$ cat src/rtl/fmult_seq.sv
// fmult_seq: sequential IEEE-754-style multiplier.
// Significands are multiplied by shift-add, one multiplier bit per clock.
// The product is then normalised and rounded to nearest-even in a single
// cycle. Denormal inputs are flushed to zero and results never go subnormal.
module fmult_seq #(
   parameter int EXP_W  = 8,
   parameter int FRAC_W = 23,
   localparam int W     = 1 + EXP_W + FRAC_W
) (
   input  logic         clk,
   input  logic         rst_n,
   input  logic         in_valid,
   output logic         in_ready,
   input  logic [W-1:0] a,
   input  logic [W-1:0] b,
   output logic         out_valid,
   input  logic         out_ready,
   output logic [W-1:0] out
);

   localparam int SW   = FRAC_W + 1;       // significand width incl. hidden bit
   localparam int PW   = 2 * SW;           // full product width
   localparam int CW   = $clog2(SW + 1);   // counter holds 0..SW
   localparam int EW   = EXP_W + 2;        // signed exponent arithmetic width
   localparam int BIAS = (1 << (EXP_W - 1)) - 1;
   localparam int EMAX = (1 << EXP_W) - 1;

   localparam logic [1:0] S_IDLE = 2'd0;
   localparam logic [1:0] S_MULT = 2'd1;
   localparam logic [1:0] S_NORM = 2'd2;
   localparam logic [1:0] S_DONE = 2'd3;

   logic [1:0]    state;
   logic [W-1:0]  a_r, b_r;
   logic [SW-1:0] mcand;
   logic [PW-1:0] acc;
   logic [CW-1:0] cnt;
   logic [SW:0]   step_sum;

   // operand fields
   logic              sign_a, sign_b, sign_p;
   logic [EXP_W-1:0]  ea, eb;
   logic [FRAC_W-1:0] fa, fb;
   logic              a_zero, b_zero, a_inf, b_inf, a_nan, b_nan;

   // normalise / round
   logic                 msb;
   logic [PW-1:0]        pn;
   logic [FRAC_W-1:0]    frac_t, frac_fin;
   logic                 guard, sticky, rnd;
   logic [FRAC_W:0]      frac_sum;
   logic signed [EW-1:0] e_base, e_norm, e_fin;
   logic [W-1:0]         result;

   assign in_ready  = (state == S_IDLE);
   assign out_valid = (state == S_DONE);

   // Control FSM. MULT spends its first cycle loading significands (cnt==0),
   // then SW shift-add cycles; NORM is one cycle; DONE waits for out_ready.
   always_ff @(posedge clk or negedge rst_n) begin
      if (!rst_n) begin
         state <= S_IDLE;
      end else begin
         case (state)
            S_IDLE: if (in_valid) state <= S_MULT;
            S_MULT: if (cnt == CW'(SW)) state <= S_NORM;
            S_NORM: state <= S_DONE;
            S_DONE: if (out_ready) state <= S_IDLE;
            default: state <= S_IDLE;
         endcase
      end
   end

   // One shift-add step: add multiplicand to the upper half when the current
   // multiplier bit (held in acc[0]) is set, then shift the whole thing right.
   always_comb begin
      step_sum = {1'b0, acc[PW-1:SW]} + (acc[0] ? {1'b0, mcand} : {(SW+1){1'b0}});
   end

   // Operand capture and the iterative multiplier.
   always_ff @(posedge clk or negedge rst_n) begin
      if (!rst_n) begin
         a_r   <= '0;
         b_r   <= '0;
         mcand <= '0;
         acc   <= '0;
         cnt   <= '0;
      end else begin
         case (state)
            S_IDLE: begin
               if (in_valid) begin
                  a_r <= a;
                  b_r <= b;
                  cnt <= '0;
               end
            end
            S_MULT: begin
               cnt <= cnt + CW'(1);
               if (cnt == '0) begin
                  mcand <= {1'b1, a_r[FRAC_W-1:0]};
                  acc   <= {{SW{1'b0}}, 1'b1, b_r[FRAC_W-1:0]};
               end else begin
                  acc <= {step_sum, acc[SW-1:1]};
               end
            end
            default: ;
         endcase
      end
   end

   // Classify operands.
   always_comb begin
      sign_a = a_r[W-1];
      sign_b = b_r[W-1];
      ea     = a_r[W-2 -: EXP_W];
      eb     = b_r[W-2 -: EXP_W];
      fa     = a_r[FRAC_W-1:0];
      fb     = b_r[FRAC_W-1:0];
      sign_p = sign_a ^ sign_b;
      a_zero = (ea == '0);
      b_zero = (eb == '0);
      a_inf  = (ea == '1) && (fa == '0);
      b_inf  = (eb == '1) && (fb == '0);
      a_nan  = (ea == '1) && (fa != '0);
      b_nan  = (eb == '1) && (fb != '0);
   end

   // Normalise, round to nearest-even, then resolve specials and range.
   always_comb begin
      e_base   = $signed({2'b00, ea}) + $signed({2'b00, eb}) - $signed(EW'(BIAS));
      msb      = acc[PW-1];
      pn       = msb ? acc : {acc[PW-2:0], 1'b0};
      e_norm   = e_base + $signed({{(EW-1){1'b0}}, msb});
      frac_t   = pn[PW-2 -: FRAC_W];
      guard    = pn[FRAC_W];
      sticky   = |pn[FRAC_W-1:0];
      rnd      = guard & (sticky | frac_t[0]);
      frac_sum = {1'b0, frac_t} + {{FRAC_W{1'b0}}, rnd};
      // carry out of rounding means the significand became 2.0: bump exponent
      e_fin    = e_norm + $signed({{(EW-1){1'b0}}, frac_sum[FRAC_W]});
      frac_fin = frac_sum[FRAC_W] ? {FRAC_W{1'b0}} : frac_sum[FRAC_W-1:0];

      if (a_nan || b_nan || (a_inf && b_zero) || (b_inf && a_zero))
         result = {1'b0, {EXP_W{1'b1}}, 1'b1, {(FRAC_W-1){1'b0}}};
      else if (a_inf || b_inf)
         result = {sign_p, {EXP_W{1'b1}}, {FRAC_W{1'b0}}};
      else if (a_zero || b_zero)
         result = {sign_p, {(W-1){1'b0}}};
      else if (e_fin >= $signed(EW'(EMAX)))
         result = {sign_p, {EXP_W{1'b1}}, {FRAC_W{1'b0}}};
      else if (e_fin <= $signed(EW'(0)))
         result = {sign_p, {(W-1){1'b0}}};
      else
         result = {sign_p, e_fin[EXP_W-1:0], frac_fin};
   end

   // Result register: loaded on leaving NORM, held through DONE.
   always_ff @(posedge clk or negedge rst_n) begin
      if (!rst_n) out <= '0;
      else if (state == S_NORM) out <= result;
   end

endmodule

$ cat config.mk
export PLATFORM = sky130hd
export DESIGN_NAME = fmult_seq
export DESIGN_NICKNAME = d
export VERILOG_FILES = /design/src/rtl/fmult_seq.sv
export SDC_FILE = /design/constraint.sdc
export NUM_CORES = 1
export LEC_CHECK = 0
export ABC_AREA = 1
export CORE_MARGIN = 10
export CORE_UTILIZATION = 56
export CTS_BUF_LIST = sky130_fd_sc_hd__clkbuf_8
export DETAILED_ROUTE_END_ITERATION = 10
export PLACE_DENSITY = 0.9
export SLEW_MARGIN = 20
export SYNTH_ARGS = -nofsm -noshare
export SYNTH_HDL_FRONTEND = slang
export SYNTH_SLANG_ARGS = --single-unit
$ cat constraint.sdc
create_clock -name clk -period 4.8 [get_ports clk]
set_input_delay 0.72 -clock clk [delete_from_list [all_inputs] [get_ports clk]]
set_output_delay 0.72 -clock clk [all_outputs]
set_load 0.03 [all_outputs]
==> summary.md <==
| Metric | Value |
|---|---|
| CORE AREA | 18000 um^2 |
| PortBufs | 101 |
| GRT Overall Usage | 0.215 |
| Die height | 156 um |
| Min Tclk post-route | 3980 ps |
| Share of cells above drive strength 1 | 0.0692 |
| Crit Path Class | reg2reg |
| Top_reg_cell synth | dfrtp_1 |
| Peak VDD IR | 0.000464 V |
| Fillers | 1479 |
| Worst Setup Start Kind | flip-flop |
| Full die area | 24300 um^2 |
| Status | completed |
| Post-synth EDFFs | 0 |
| Synth cell types | 45 |
| # placed instances | 1628 |
| Vias in the first global route | 8961 |
| Ant diodes | 0 |
| Routed len/inst | 15.6 um |
| Gate Count Post-Synth | 1334 |
| #FFs+latches synth | 175 |
| CTS Buffer Depth | 2 |
| Router iterations before antenna repair | 5 |
| Final ANT Viol Nets | 0 |
| Nets | 1535 |
| Worst Hold Slack | 252 ps |
| Maxcap violations | 0 |
| P&R area growth vs syn | 15.0% |
| Min-Delay Path Class | in2async |
| Final hold vios | 0 |
| Initial antenna violation count | 0 |
| DRT iter0 DRCs | 771 |
| Clock latency on the worst-skew pair | 500 ps |
| Share of the yosys chip area belonging to registers | 0.424 |
| Root Buffer | clkbuf_8 |
| Critical Path Fanout Max | 14 |
| Syn_area_per_cell | 7.74 um^2 |
| Largest net degree at the start of global routing | 89 |
| CTS tree | built |
| Async SR Flop Fraction | 1.00 |
| Cell taking the most area after synthesis | dfrtp_1 |
| First-pass GRT wire length | 43400 um |
| H-tree Lvls | 4 |
| Post-Route WL | 25900 um |
| Setup violations, final | 0 |
| Yosys top cell area share | 0.424 |
| CTS Hold Buffers Added | 0 |
| Post-detail-place hpwl | 19700 um |
| Fmax | 252 MHz |
| Final Power | 7.96 mW |
| WP data required | 5170 ps |
| Post-CTS setup buffers | 0 |
| Syn Nets | 1451 |
| Mapped Area | 10300 um^2 |
| Final period utilization | 0.828 |
| Total grt overflow | 0 |
| TritonCTS Sinks | 175 |
| Row count | 49 |
| Worst-Margin Slew | 960 ps |
| Die width | 156 um |
| Effective utilization at floorplan | 0.573 |
| RSZ-0062 raised after global routing | false |
| CP endpoint kind | flip-flop |
| Worst Skew | 14.2 ps |
| Static leakage power | 5.84 nW |
| Post-Layout Cell Count | 1659 |
| Final weighted congestion in routability-driven placement | 0.957 |
| DR vias | 9210 |
| Worst EP arrival | 4350 ps |
| Ranking of synthesized cells by area | dfrtp_1, nand2_1, inv_1 |
| Pwr dens | 670 nW/um^2 |
| Worst relative slew slack | 0.359 |
| Number of clock buffers inserted by TritonCTS | 17 |
| Yosys warnings | 0 |
| Max-slew violation count | 0 |
| Vias per cell | 5.55 |
| Reg clk slew, reported paths | 110 ps |
| Setup TNS | 0 ps |
| Post-CTS resize count | 0 |
| DRC viols | 0 |
| # IOs | 102 |
-- critical path: stages (launching register included) --
cell	delay, ps
dfrtp_1	490
buf_4	240
inv_2	180
nand2_1	80
nand2_1	170
nand2_4	100
nor2_8	160
nand3_4	100
nor2_4	170
nand4_4	130
inv_2	120
fa_1	220
inv_1	60
fa_1	390
xnor2_1	300
inv_1	70
nor2_1	90
nand3_1	80
nor2_1	140
nand2_1	90
nand2_1	60
nand2_1	150
nand3_1	170
o21ai_1	80
-- state kept, by name, summed over array words and instances, names as in the netlist --
name and flops:
acc 48, a_r 32, b_r 32, out 32, mcand 24, cnt 5
state 2
-- cells in the mapped netlist (7+ instances only) --
cell type / number
a21oi_1: 102
clkbuf_1: 34
dfrtp_1: 175
ha_1: 46
inv_1: 190
inv_2: 7
mux2_2: 9
nand2_1: 301
nand2_2: 10
nand3_1: 62
nand4_1: 37
nor2_1: 131
nor3_1: 11
o21ai_0: 76
o21ai_1: 20
o21ai_2: 9
o221ai_1: 20
o22ai_1: 7
xnor2_1: 7
xor2_1: 12
-- final cells by class --
type / instances / area (um^2) / area share
flip-flops and latches: 175 / 4380 / 0.369
clock buffers: 19 / 262 / 0.0220
clock inverters: 12 / 123 / 0.0103
repair buffers: 107 / 1070 / 0.0901
inverters: 197 / 739 / 0.0623
multi-input cells: 920 / 5010 / 0.422
well taps: 229 / 287 / 0.0241
-- final timing paths --
check / from / end / slack (ps) / cells past startpoint
min in group clk: acc[11]$_DFFE_PN0P_ / acc[10]$_DFFE_PN0P_ / 480 / 2
worst max-delay path: acc[47]$_DFFE_PN0P_ / out[10]$_DFFE_PN0P_ / 820 / 23
worst min-delay path: rst_n / mcand[15]$_DFFE_PN0P_ / 250 / 1
max in group asynchronous: rst_n / out[1]$_DFFE_PN0P_ / 3590 / 2
worst max register to register: acc[47]$_DFFE_PN0P_ / out[10]$_DFFE_PN0P_ / 820 / 23
worst min register to register: acc[11]$_DFFE_PN0P_ / acc[10]$_DFFE_PN0P_ / 480 / 2
-- report_power, final --
part | switching [mW] | internal, mW | leakage, nW | total [mW]
registers | 0.446 | 2.14 | 2.12 | 2.59
logic | 2.85 | 1.51 | 3.53 | 4.35
clock network | 0.611 | 0.408 | 0.191 | 1.02
total | 3.90 | 4.05 | 5.84 | 7.96
-- stage by stage --
stage          setup WS, ps  cell area, um^2   util
2_1_floorplan          1610            10300      -
4_1_cts                 844            11900  0.658
6_report                824            11900  0.659
3_5_place_dp            888            11500  0.637
5_1_grt                 420            11900  0.659
3_3_place_gp           1030            11500  0.637
-- logic make-up after synthesis --
group | after synthesis | share of synthesized area
and+or+nand+nor | 583 | 0.252
adders and majority gates | 49 | 0.0616
muxes | 9 | 0.00982
buffers and inverters | 239 | 0.0913
xor gates and xnor gates | 19 | 0.0161
AOI/OAI and AO/OA | 260 | 0.145
DFF | 175 | 0.424
-- layout by cell type, fill, tap and decap left out, types with 7 or more instances in the layout --
cell / Yosys / layout
a21oi_1: 102 / 102
clkbuf_8: 0 / 19
clkdlybuf4s50_1: 0 / 100
dfrtp_1: 175 / 175
ha_1: 46 / 46
inv_1: 190 / 190
inv_2: 7 / 7
mux2_2: 9 / 9
nand2_1: 301 / 299
nand2_2: 10 / 10
nand3_1: 62 / 62
nand4_1: 37 / 37
nor2_1: 131 / 131
nor3_1: 11 / 11
o21ai_0: 76 / 76
o21ai_1: 20 / 20
o21ai_2: 9 / 9
o221ai_1: 20 / 20
o22ai_1: 7 / 7
xnor2_1: 7 / 7
xor2_1: 12 / 12
-- per-layer routing --
metal	up-vias	GRT usage	routed length, um
met1	4348	0.274	11300
met2	271	0.351	12400
li1	4527	-	-
met4	0	0.0860	794
met5	-	0	0
met3	64	0.0425	1390
Power figures use the tool's default switching activity.
